<file path="config.mk">
export PLATFORM = sky130hd
export DESIGN_NAME = speck_encrypt_ecb_iter
export DESIGN_NICKNAME = d
export VERILOG_FILES = /design/src/rtl/speck_encrypt_ecb_iter_pkg.sv /design/src/rtl/speck_enc_round.sv /design/src/rtl/speck_encrypt_ecb_iter.sv
export SDC_FILE = /design/constraint.sdc
export NUM_CORES = 1
export LEC_CHECK = 0
export CAP_MARGIN = 25
export CORE_AREA = 2 2 171 173
export DETAILED_ROUTE_END_ITERATION = 6
export DIE_AREA = 0 0 173 175
export HOLD_SLACK_MARGIN = 0.12
export PLACE_DENSITY = 0.8
export SYNTH_ARGS = -nofsm -noshare
export SYNTH_HDL_FRONTEND = slang
export SYNTH_SLANG_ARGS = --single-unit
</file>
<file path="constraint.sdc">
create_clock -name clk -period 3.55 [get_ports clk]
set_clock_uncertainty 0.2 [all_clocks]
set_input_delay 0.71 -clock clk [delete_from_list [all_inputs] [get_ports clk]]
set_output_delay 0.71 -clock clk [all_outputs]
set_load 0.02 [all_outputs]
</file>
<file path="src/rtl/speck_encrypt_ecb_iter_pkg.sv">
// Shared settings for the SPECK encrypt core: FSM encoding, default rotations, round counts.
// The optional debug ports are enabled with the SPECK_ENCRYPT_DEBUG_EN macro.
package speck_encrypt_ecb_iter_pkg;

   typedef enum logic [1:0] {
      StIdle  = 2'd0,
      StRound = 2'd1,
      StDone  = 2'd2
   } state_e;

   localparam int unsigned DefaultAlpha = 8;
   localparam int unsigned DefaultBeta  = 3;

   function automatic int unsigned nr_rounds(input int unsigned block_size,
                                             input int unsigned key_size);
      int unsigned n;
      n = 27;
      if (block_size == 64 && key_size == 96) n = 26;
      if (block_size == 64 && key_size == 128) n = 27;
      if (block_size == 128 && key_size == 128) n = 32;
      if (block_size == 128 && key_size == 192) n = 33;
      if (block_size == 128 && key_size == 256) n = 34;
      return n;
   endfunction

endpackage

</file>
<file path="src/rtl/speck_enc_round.sv">
// One SPECK encryption round plus the matching key-schedule step, purely combinational.
module speck_enc_round #(
   parameter int unsigned WORD  = 32,
   parameter int unsigned ALPHA = 8,
   parameter int unsigned BETA  = 3
) (
   input  logic [WORD-1:0] x,
   input  logic [WORD-1:0] y,
   input  logic [WORD-1:0] k,
   input  logic [WORD-1:0] l0,
   input  logic [WORD-1:0] rnd,
   output logic [WORD-1:0] x_next,
   output logic [WORD-1:0] y_next,
   output logic [WORD-1:0] k_next,
   output logic [WORD-1:0] l_new
);

   logic [WORD-1:0] x_ror;
   logic [WORD-1:0] y_rol;
   logic [WORD-1:0] l0_ror;
   logic [WORD-1:0] k_rol;

   assign x_ror  = (x >> ALPHA) | (x << (WORD - ALPHA));
   assign y_rol  = (y << BETA) | (y >> (WORD - BETA));
   assign l0_ror = (l0 >> ALPHA) | (l0 << (WORD - ALPHA));
   assign k_rol  = (k << BETA) | (k >> (WORD - BETA));

   assign x_next = (x_ror + y) ^ k;
   assign y_next = y_rol ^ x_next;

   // The key schedule is the round function itself with the round index as key.
   assign l_new  = (k + l0_ror) ^ rnd;
   assign k_next = k_rol ^ l_new;

endmodule

</file>
<file path="src/rtl/speck_encrypt_ecb_iter.sv">
// Iterative SPECK ECB encryption core: one round per cycle, round keys expanded on the fly.
// Define SPECK_ENCRYPT_DEBUG_EN to expose state_response and round_response.
module speck_encrypt_ecb_iter
   import speck_encrypt_ecb_iter_pkg::*;
#(
   parameter int unsigned BLOCK_SIZE = 64,
   parameter int unsigned KEY_SIZE   = 128,
   parameter int unsigned NR_ROUNDS  = nr_rounds(BLOCK_SIZE, KEY_SIZE),
   parameter int unsigned ALPHA      = DefaultAlpha,
   parameter int unsigned BETA       = DefaultBeta
) (
   input  logic                  clk,
   input  logic                  rst_n,
   input  logic                  start,
   input  logic [BLOCK_SIZE-1:0] plaintext,
   input  logic [KEY_SIZE-1:0]   key,
   output logic [BLOCK_SIZE-1:0] ciphertext,
   output logic                  active,
   output logic                  ready
`ifdef SPECK_ENCRYPT_DEBUG_EN
   ,
   output logic [3:0]            state_response,
   output logic [7:0]            round_response
`endif
);

   localparam int unsigned WORD = BLOCK_SIZE / 2;
   localparam int unsigned M    = KEY_SIZE / WORD;

   state_e                    state_q, state_d;
   logic [WORD-1:0]           x_q, x_d;
   logic [WORD-1:0]           y_q, y_d;
   logic [WORD-1:0]           k_q, k_d;
   logic [M-2:0][WORD-1:0]    l_q, l_d;
   logic [7:0]                cnt_q, cnt_d;
   logic [BLOCK_SIZE-1:0]     ct_q, ct_d;
   logic                      active_q, active_d;
   logic                      ready_q, ready_d;

   logic [WORD-1:0]           x_nx, y_nx, k_nx, l_new, rnd_ext;

   assign rnd_ext = {{(WORD - 8){1'b0}}, cnt_q};

   speck_enc_round #(
      .WORD  (WORD),
      .ALPHA (ALPHA),
      .BETA  (BETA)
   ) u_round (
      .x      (x_q),
      .y      (y_q),
      .k      (k_q),
      .l0     (l_q[0]),
      .rnd    (rnd_ext),
      .x_next (x_nx),
      .y_next (y_nx),
      .k_next (k_nx),
      .l_new  (l_new)
   );

   always_comb begin
      state_d  = state_q;
      x_d      = x_q;
      y_d      = y_q;
      k_d      = k_q;
      l_d      = l_q;
      cnt_d    = cnt_q;
      ct_d     = ct_q;
      active_d = active_q;
      ready_d  = 1'b0;
      case (state_q)
         StIdle: begin
            if (start) begin
               x_d      = plaintext[BLOCK_SIZE-1:WORD];
               y_d      = plaintext[WORD-1:0];
               k_d      = key[WORD-1:0];
               l_d      = key[KEY_SIZE-1:WORD];
               cnt_d    = '0;
               active_d = 1'b1;
               state_d  = StRound;
            end else begin
               active_d = 1'b0;
            end
         end
         StRound: begin
            x_d = x_nx;
            y_d = y_nx;
            k_d = k_nx;
            // l acts as a shift register feeding l[0] into the next key step.
            for (int j = 0; j < int'(M) - 2; j++) begin
               l_d[j] = l_q[j+1];
            end
            l_d[M-2] = l_new;
            if (cnt_q == 8'(NR_ROUNDS - 1)) begin
               state_d = StDone;
            end else begin
               cnt_d = cnt_q + 8'd1;
            end
         end
         StDone: begin
            ct_d     = {x_q, y_q};
            ready_d  = 1'b1;
            active_d = 1'b0;
            state_d  = StIdle;
         end
         default: begin
            state_d  = StIdle;
            ct_d     = '0;
            active_d = 1'b0;
            ready_d  = 1'b0;
         end
      endcase
   end

   always_ff @(posedge clk) begin
      if (!rst_n) begin
         state_q  <= StIdle;
         x_q      <= '0;
         y_q      <= '0;
         k_q      <= '0;
         l_q      <= '0;
         cnt_q    <= '0;
         ct_q     <= '0;
         active_q <= 1'b0;
         ready_q  <= 1'b0;
      end else begin
         state_q  <= state_d;
         x_q      <= x_d;
         y_q      <= y_d;
         k_q      <= k_d;
         l_q      <= l_d;
         cnt_q    <= cnt_d;
         ct_q     <= ct_d;
         active_q <= active_d;
         ready_q  <= ready_d;
      end
   end

   assign ciphertext = ct_q;
   assign active     = active_q;
   assign ready      = ready_q;

`ifdef SPECK_ENCRYPT_DEBUG_EN
   assign state_response = {2'b00, state_q};
   assign round_response = cnt_q;
`endif

endmodule

</file>
Yosys cells after proc, flatten, opt, wreduce, memory -nomap -nowiden
Index checks and enable logic that the tools add are counted.
Widths: inputs -> output; s select.
{"block": "word_totals", "output_inout_bits": 66, "register_bits": 268, "inputBits": 195, "elab_cells": 52}
{"block": "classes", "n_mux": 18, "bitwise_logic": 8, "eq_ne": 6, "n_reduce_logical": 6, "addsub": 3}
{"cell": "$pmux 32 s2", "n": 3}
{"cell": "$pmux 96 s2", "n": 1}
{"cell": "$pmux 64 s2", "n": 1}
{"cell": "$mux 32", "n": 3}
{"cell": "$mux 96", "n": 1}
{"cell": "$xor 32x32->32", "n": 3}
{"cell": "$add 32x32->32", "n": 2}
{"cell": "$or 24x32->32", "n": 2}
{"cell": "$or 32x3->32", "n": 2}
{"cell": "$xor 32x8->32", "n": 1}
{"cell": "$mux 8", "n": 2}
{"cell": "$pmux 8 s2", "n": 1}
{"cell": "$add 8x1->8 const B", "n": 1}
{"cell": "$eq 8x5->1 const B", "n": 1}
{"cell": "$ne 2x2->1 const B", "n": 3}
{"cell": "$mux 2", "n": 2}
{"cell": "$pmux 2 s2", "n": 1}
{"cell": "$reduce_and 2->1", "n": 2}
{"cell": "$reduce_and 3->1", "n": 1}
{"cell": "$eq 2x1->1 const B", "n": 1}
{"cell": "$eq 2x2->1 const B", "n": 1}
{"cell": "$logic_not 2->1", "n": 1}
{"cell": "$mux 1", "n": 2}
{"cell": "$pmux 1 s2", "n": 1}
{"cell": "other kinds (2)", "n": 2}

Longest topological paths before layout
Gate-level depths: netlist of the first run.
{"block": "logic_depth", "depth_word": 5, "mapped_depth": 12, "depth_no_buf": 12}

Cells and area by module
A second synthesis of the first run with hierarchy kept.
{"block": "hier_totals", "hier_cells": 1912, "hier_area_um2": 16226.8}
{"module": "speck_encrypt_ecb_iter", "seq_area_each_um2": 5365.1, "instances": 1, "area_per_inst_um2": 11322.1, "cells_each": 1272}
{"module": "speck_enc_round", "seq_area_each_um2": 0.0, "instances": 1, "area_per_inst_um2": 4904.7, "cells_each": 640}

Least setup slack after synthesis of the first run
Ideal clock, no wire load.
{"block": "synth_timing", "path_type": "register to register", "start": "register y_q[0]", "end": "register y_q[30]", "n_path_buf": 0, "synth_period_minus_slack_ns": 3.150, "setup_time_ns": 0.103, "setup_slack_ns": 0.400, "t_arrival_ns": 2.846, "required_time_ns": 3.247, "stages_incl_launch_ff": 12, "cell_sequence": "dfxtp_1 > ha_1 > inv_1 > fa_1 > and2b_1 > o2111ai_1 > a2111oi_2 > o21ai_0 > a31o_2 > o211a_1 > and3_1 > a2111oi_2"}
{"block": "synth_between", "elab_chain_cells": 4}
{"item": "start, declared", "line": "speck_encrypt_ecb_iter.sv:32", "text": "logic [WORD-1:0] y_q, y_d;"}
{"item": "start signal, assigned", "line": "speck_encrypt_ecb_iter.sv:128", "text": "y_q <= y_d;"}
{"item": "$add 32x32->32", "line": "speck_enc_round.sv:28", "text": "assign x_next = (x_ror + y) ^ k;"}
{"item": "$xor 32x32->32", "line": "speck_enc_round.sv:28"}
{"item": "$xor 32x32->32", "line": "speck_enc_round.sv:29", "text": "assign y_next = y_rol ^ x_next;"}
{"item": "$pmux 32 s2", "line": "speck_encrypt_ecb_iter.sv:70", "text": "case (state_q)"}
No other way between the ends.
A chain may end at the register's enable or synchronous reset.

Worst setup path after layout of the first run
Ends and elaborated chain as after synthesis.

==> results of run 1 <==
-- metrics by stage --
step	cells	TNS, ns	power, uW	cell area [sq um]	setup slack, ns
CTS	2551	0	9710	19300	0.0240
floorplan	1937	0	5350	15200	0.400
global placement	2497	0	6450	18300	0.0623
global route	2552	-0.00400	10100	19300	-0.00400
detailed placement	2497	0	6460	18300	0.0444
finish	2552	0	9770	19300	0.168
-- report_power, final --
group | switching [uW] | total (uW) | internal [uW]
combinational | 1680 | 2920 | 1240
sequential | 302 | 3560 | 3260
clock | 1350 | 3280 | 1930
total | 3330 | 9770 | 6440
-- logic make-up (layout without fill, tap and decap cells) --
group                      after synthesis  count (layout)  synth area share
DFF                                    268             268             0.354
xor gates and xnor gates               155             155            0.0932
adders and majority gates               66              66            0.0554
muxes                                    8               8           0.00536
buffers and inverters                  169             400            0.0423
AOI/OAI and AO/OA                      552             552             0.250
and+or+nand+nor                        719             719             0.200
-- final timing paths --
| path | startpoint | to | cells past startpoint |
|---|---|---|---|
| worst max register to register | y_q[0]$_SDFFE_PN0P_ | y_q[30]$_SDFFE_PN0P_ | 11 |
| worst min-delay path | ciphertext[38]$_SDFFE_PN0N_ | ciphertext[38]$_SDFFE_PN0N_ | 1 |
| worst max-delay path | y_q[0]$_SDFFE_PN0P_ | y_q[30]$_SDFFE_PN0P_ | 11 |
| worst min register to register | ciphertext[38]$_SDFFE_PN0N_ | ciphertext[38]$_SDFFE_PN0N_ | 1 |
-- worst register-to-register path, stage by stage, from the launching register on --
cell and delay, ns:
dfxtp_1 0.40, ha_1 0.23, inv_1 0.07, fa_1 0.39, and2b_1 0.24, o2111ai_2 0.18, a2111oi_4 0.40, o21ai_1 0.17
a31o_2 0.26, o211a_1 0.26, and3_1 0.19, a2111oi_2 0.31
-- sequential cells by signal, indices dropped and copies added (netlist names) --
signal	cells
active	1
ciphertext	64
cnt_q	8
k_q	32
l_q	96
ready	1
state_q	2
x_q	32
y_q	32
-- area by class of cell --
| type | count | area (sq um) | share of cell area |
|---|---|---|---|
| multi-input combinational | 1500 | 9240 | 0.478 |
| inverter | 28 | 106 | 0.00550 |
| clock buffer | 33 | 771 | 0.0398 |
| tap | 384 | 480 | 0.0248 |
| timing repair buffer | 318 | 3120 | 0.161 |
| clock inverter | 21 | 263 | 0.0136 |
| sequential | 268 | 5370 | 0.277 |
-- per-layer routing --
layer | vias up | global-route usage | share of wire
li1 | 7260 | - | -
met1 | 7404 | 0.477 | 0.41
met2 | 819 | 0.600 | 0.45
met3 | 141 | 0.0670 | 0.090
met4 | 0 | 0.157 | 0.047
met5 | - | 0 | 0
-- repair_timing --
item / CTS / global route
hold buffers: 0 / 0
endpoints found under the hold margin: 0 / 0
gates resized for setup: 0 / 8
setup buffers: 0 / 1
setup endpoints to repair: 0 / 14
-- cell usage after synthesis (all sizes together), types with 2 or more instances --
master | n | share of area
xnor3 | 3 | 0.0045
clkbuf | 115 | 0.029
inv | 28 | 0.0069
ha | 64 | 0.053
nor2b | 4 | 0.0016
and3 | 51 | 0.021
nand2 | 398 | 0.098
and4 | 2 | 0.0012
or3 | 7 | 0.0029
nor3 | 19 | 0.0073
a21o | 28 | 0.014
mux2i | 7 | 0.0046
nor2 | 173 | 0.043
a211oi | 47 | 0.023
or2 | 4 | 0.0018
o211ai | 7 | 0.0035
a311oi | 74 | 0.044
dfxtp | 268 | 0.35
a41o | 2 | 0.0014
a221oi | 4 | 0.0027
o22ai | 2 | 0.00082
o2111ai | 4 | 0.0023
o31ai | 6 | 0.0030
a311o | 2 | 0.0013
fa | 2 | 0.0026
a21boi | 2 | 0.00099
and2 | 3 | 0.0012
a211o | 5 | 0.0029
nand2b | 3 | 0.0012
nand4 | 8 | 0.0033
xnor2 | 105 | 0.061
xor2 | 46 | 0.027
o221ai | 3 | 0.0017
o21ai | 121 | 0.040
a31o | 2 | 0.0012
a31oi | 5 | 0.0021
a21oi | 136 | 0.045
o21a | 7 | 0.0035
nand3 | 42 | 0.014
a22o | 64 | 0.037
o21bai | 10 | 0.0049
a2111oi | 8 | 0.0063
buf | 26 | 0.0068
o211a | 8 | 0.0053
==> results.json, run 1 <==
{
  "syn_area_per_cell_sq_um": 7.83,
  "grt-ovfl-total": 0,
  "max_stage_delay_ns": 0.40,
  "start_kind": "flop",
  "dieArea_sq_um": 30300,
  "layout_commonest_cell": "nand2_1",
  "row_count": 62,
  "synth-main-ff-cell": "dfxtp_1",
  "cts_tree": "built",
  "synth-warning-count": 0,
  "insertion_delay_ns": 0.57,
  "hp-class": "reg -> reg",
  "vias": 15600,
  "cp_slowest_cell": "dfxtp_1",
  "avgRoutedWirePerCell_um": 22.3,
  "via_per_inst": 6.12,
  "crit_required_ns": 3.82,
  "firstDrtPassIters": 5,
  "drt-total-wl_um": 57000,
  "p_leak_uw": 0.00794,
  "async_reset_ff_frac": 0,
  "setup_viol": 0,
  "finalHoldViolCount": 0,
  "synth_cell_type_count": 72,
  "syn_nets": 2198,
  "final_cell_mix": "395 x nand2_1, 266 x dfxtp_1, 258 x clkdlybuf4s50_1",
  "syn_area_sq_um": 15200,
  "finalNetCount": 2406,
  "drc": 0,
  "fin_util": 0.681,
  "cts.sinks": 268,
  "drt_iter0_drc": 1769,
  "crit_buf_inv": 1,
  "hpwl_um": 42700,
  "fin_crit_sh": 0.953,
  "gr-usage-all-layers": 0.367,
  "synth_edf_count": 0,
  "postRouteAntennaNets": 0,
  "ys_seq_area_frac": 0.354,
  "cts_inserted_buffers": 29,
  "grt_pass1_wl_um": 87500,
  "worst_slew_pin_slew_ns": 0.782,
  "htree_num_levels": 1,
  "r2r_setup_slack_ns": 0.17,
  "grt_max_degree": 137,
  "crit_chain": "ha_1 -> inv_1 -> fa_1 -> and2b_1 -> o2111ai_2 -> a2111oi_4 -> o21ai_1 -> a31o_2 -> o211a_1 -> and3_1 -> a2111oi_2",
  "critPathCaptureType": "flop",
  "start_util": 0.534,
  "place.gp.congestion": 0.962,
  "max_freq_mhz": 296,
  "drive_gt1_frac": 0.0683,
  "dieHeight_um": 175,
  "clkTransAtPathRegs_ns": 0.06,
  "p_per_area_nw_per_um2": 505,
  "clk_path_buf_depth": 3,
  "synthCells": 1937,
  "status": "finished clean",
  "pin_count": 261,
  "drv_cap": 0,
  "worst-path-max-fanout": 4,
  "crit_family": "compound AO/OA/AOI/OAI gates",
  "relSlewSlack": 0.479,
  "port_buffers": 260,
  "antenna_found_initial": 0,
  "fill_cells": 2371,
  "core_sq_um": 28400,
  "fin_crit_ns": 3.38,
  "insertedDiodeCount": 0,
  "synth-seq-cells": 268,
  "peakVddDrop_mv": 0.426,
  "syn_to_final_growth_pct": 27.5,
  "first_global_vias": 14900,
  "slew_viol_final": 0,
  "criticalPathCategory": "reg -> reg",
  "die_w_um": 173,
  "root_buffer": "clkbuf_16",
  "hold-worst-slack_ns": 0.273,
  "cp.arrival_ns": 3.65
}
No activity file was read; power rests on OpenSTA's default activity.
==> inputs of run 2 (changes only) <==
Settings changed: PLACE_DENSITY 0.8 to 0.83.
==> run 2 against run 1 <==
Net effect: worst hold slack better by 0.0037 ns; combinational power about the same; worst setup slack worse by 0.044 ns; clock power about the same; sequential cell count unchanged; maximum frequency down 1.3%; critical path depth up 1; global-route usage down 0.43 points.
==> results.json, run 2 (synthesis gave the netlist of run 1 again) <==
{
  "cts.sinks": 268,
  "dieHeight_um": 175,
  "fin_crit_ns": 3.43,
  "die_w_um": 173,
  "hold-worst-slack_ns": 0.276,
  "max_stage_delay_ns": 0.47,
  "crit_required_ns": 3.82,
  "largest_reg_flops": 96,
  "final_area_sq_um": 19400,
  "crit_path_start": "k_q[1]$_SDFFE_PN0P_",
  "r2r_start": "k_q[1]$_SDFFE_PN0P_",
  "finalNetCount": 2420,
  "hp-class": "reg -> reg",
  "cp_slowest_cell": "fa_1",
  "place.gp.congestion": 0.987,
  "htree_num_levels": 1,
  "setup_viol": 0,
  "peakVddDrop_mv": 0.415,
  "final_cell_mix": "396 x nand2_1, 267 x dfxtp_1, 258 x clkdlybuf4s50_1",
  "postRouteAntennaNets": 0,
  "firstDrtPassIters": 6,
  "fin_crit_sh": 0.965,
  "cts_hold_buffers": 0,
  "avgRoutedWirePerCell_um": 22.1,
  "drt_iter0_drc": 1866,
  "core_sq_um": 28400,
  "criticalPathCategory": "reg -> reg",
  "min_from": "ciphertext[42]$_SDFFE_PN0N_",
  "row_count": 62,
  "p_per_area_nw_per_um2": 501,
  "critPathCaptureType": "flop",
  "p_leak_uw": 0.00803,
  "drv_cap": 0,
  "grt_max_degree": 144,
  "drc": 0,
  "grt_pass1_wl_um": 86300,
  "regMostFlops": "l_q",
  "insertion_delay_ns": 0.55,
  "worst-path-max-fanout": 5,
  "vias": 15800,
  "fin_ws_ns": 0.124,
  "dieArea_sq_um": 30300,
  "grt-ovfl-total": 0,
  "dpl-instance-area_sq_um": 18400,
  "gr-usage-all-layers": 0.363,
  "port_buffers": 260,
  "hpwl_um": 42400,
  "cts_inserted_buffers": 29,
  "first_global_vias": 14800,
  "start_util": 0.534,
  "crit_chain": "inv_1 -> fa_1 -> nor2b_1 -> o2111ai_1 -> a211oi_2 -> buf_4 -> o31ai_1 -> nand2_1 -> o221ai_1 -> o211a_1 -> a211o_1 -> o22ai_1",
  "finalHoldViolCount": 0,
  "via_per_inst": 6.16,
  "cp.arrival_ns": 3.70,
  "drt-total-wl_um": 56800,
  "layout_commonest_cell": "nand2_1",
  "max_freq_mhz": 292,
  "relSlewSlack": 0.372,
  "slew_viol_final": 0,
  "cts_tree": "built",
  "clk_path_buf_depth": 3,
  "finalSetupTns_ns": 0,
  "syn_to_final_growth_pct": 28.2,
  "drive_gt1_frac": 0.0734,
  "pin_count": 261,
  "dp_slack_ns": 0.114,
  "antenna_found_initial": 2,
  "worst_slew_pin_slew_ns": 0.943,
  "start_kind": "flop",
  "clkTransAtPathRegs_ns": 0.06,
  "root_buffer": "clkbuf_16",
  "status": "finished clean"
}
## run 2: area by class of cell
class,count,area [sq um]
Antenna cell,2,5.00
Clock buffer,34,785
Clock inverter,19,249
Fill cell,2406,8940
Inverter,28,106
Multi-Input combinational cell,1500,9240
Sequential cell,268,5370
Tap cell,384,480
Timing Repair Buffer,332,3220
## run 2: final timing paths
| path | slack, ns | end | cells past startpoint |
|---|---|---|---|
| worst max-delay path | 0.12 | l_q[92]$_SDFFE_PN0P_ | 12 |
| worst min-delay path | 0.28 | ciphertext[42]$_SDFFE_PN0N_ | 1 |
| worst max register to register | 0.12 | l_q[92]$_SDFFE_PN0P_ | 12 |
| worst min register to register | 0.28 | ciphertext[42]$_SDFFE_PN0N_ | 1 |
## run 2: repair_timing
item	in CTS	in global routing
endpoints found under the setup margin	0	15
resized for setup	0	5
buffers inserted	0	1
## run 2: power by group
part | internal, uW | total (uW) | switching (uW)
logic | 1250 | 2930 | 1680
clock network | 1950 | 3260 | 1310
registers | 3260 | 3550 | 291
total | 6460 | 9740 | 3280
## run 2: metal layers
layer	wire, um	up-vias	global-route usage
met3	5020	125	0.0601
met2	25600	863	0.586
li1	-	7291	-
met1	23700	7523	0.483
met4	2570	0	0.147
met5	0	-	0
## run 2: critical path, delay by kind of cell (launching register included)
kind                       cells  cell delay [ns]
AOI/OAI and AO/OA              7             1.68
adders and majority gates      1             0.47
buffers and inverters          2             0.26
DFF                            1             0.43
and+or+nand+nor                2             0.30
## run 2: per-stage QoR
stage,std cells,utilization,power (uW)
final,2567,0.685,9740
after global routing,2567,0.685,10100
after CTS,2563,0.683,9680
after detailed placement,2510,0.647,6450
after global placement,2510,0.647,6420
after floorplan,1937,-,5350
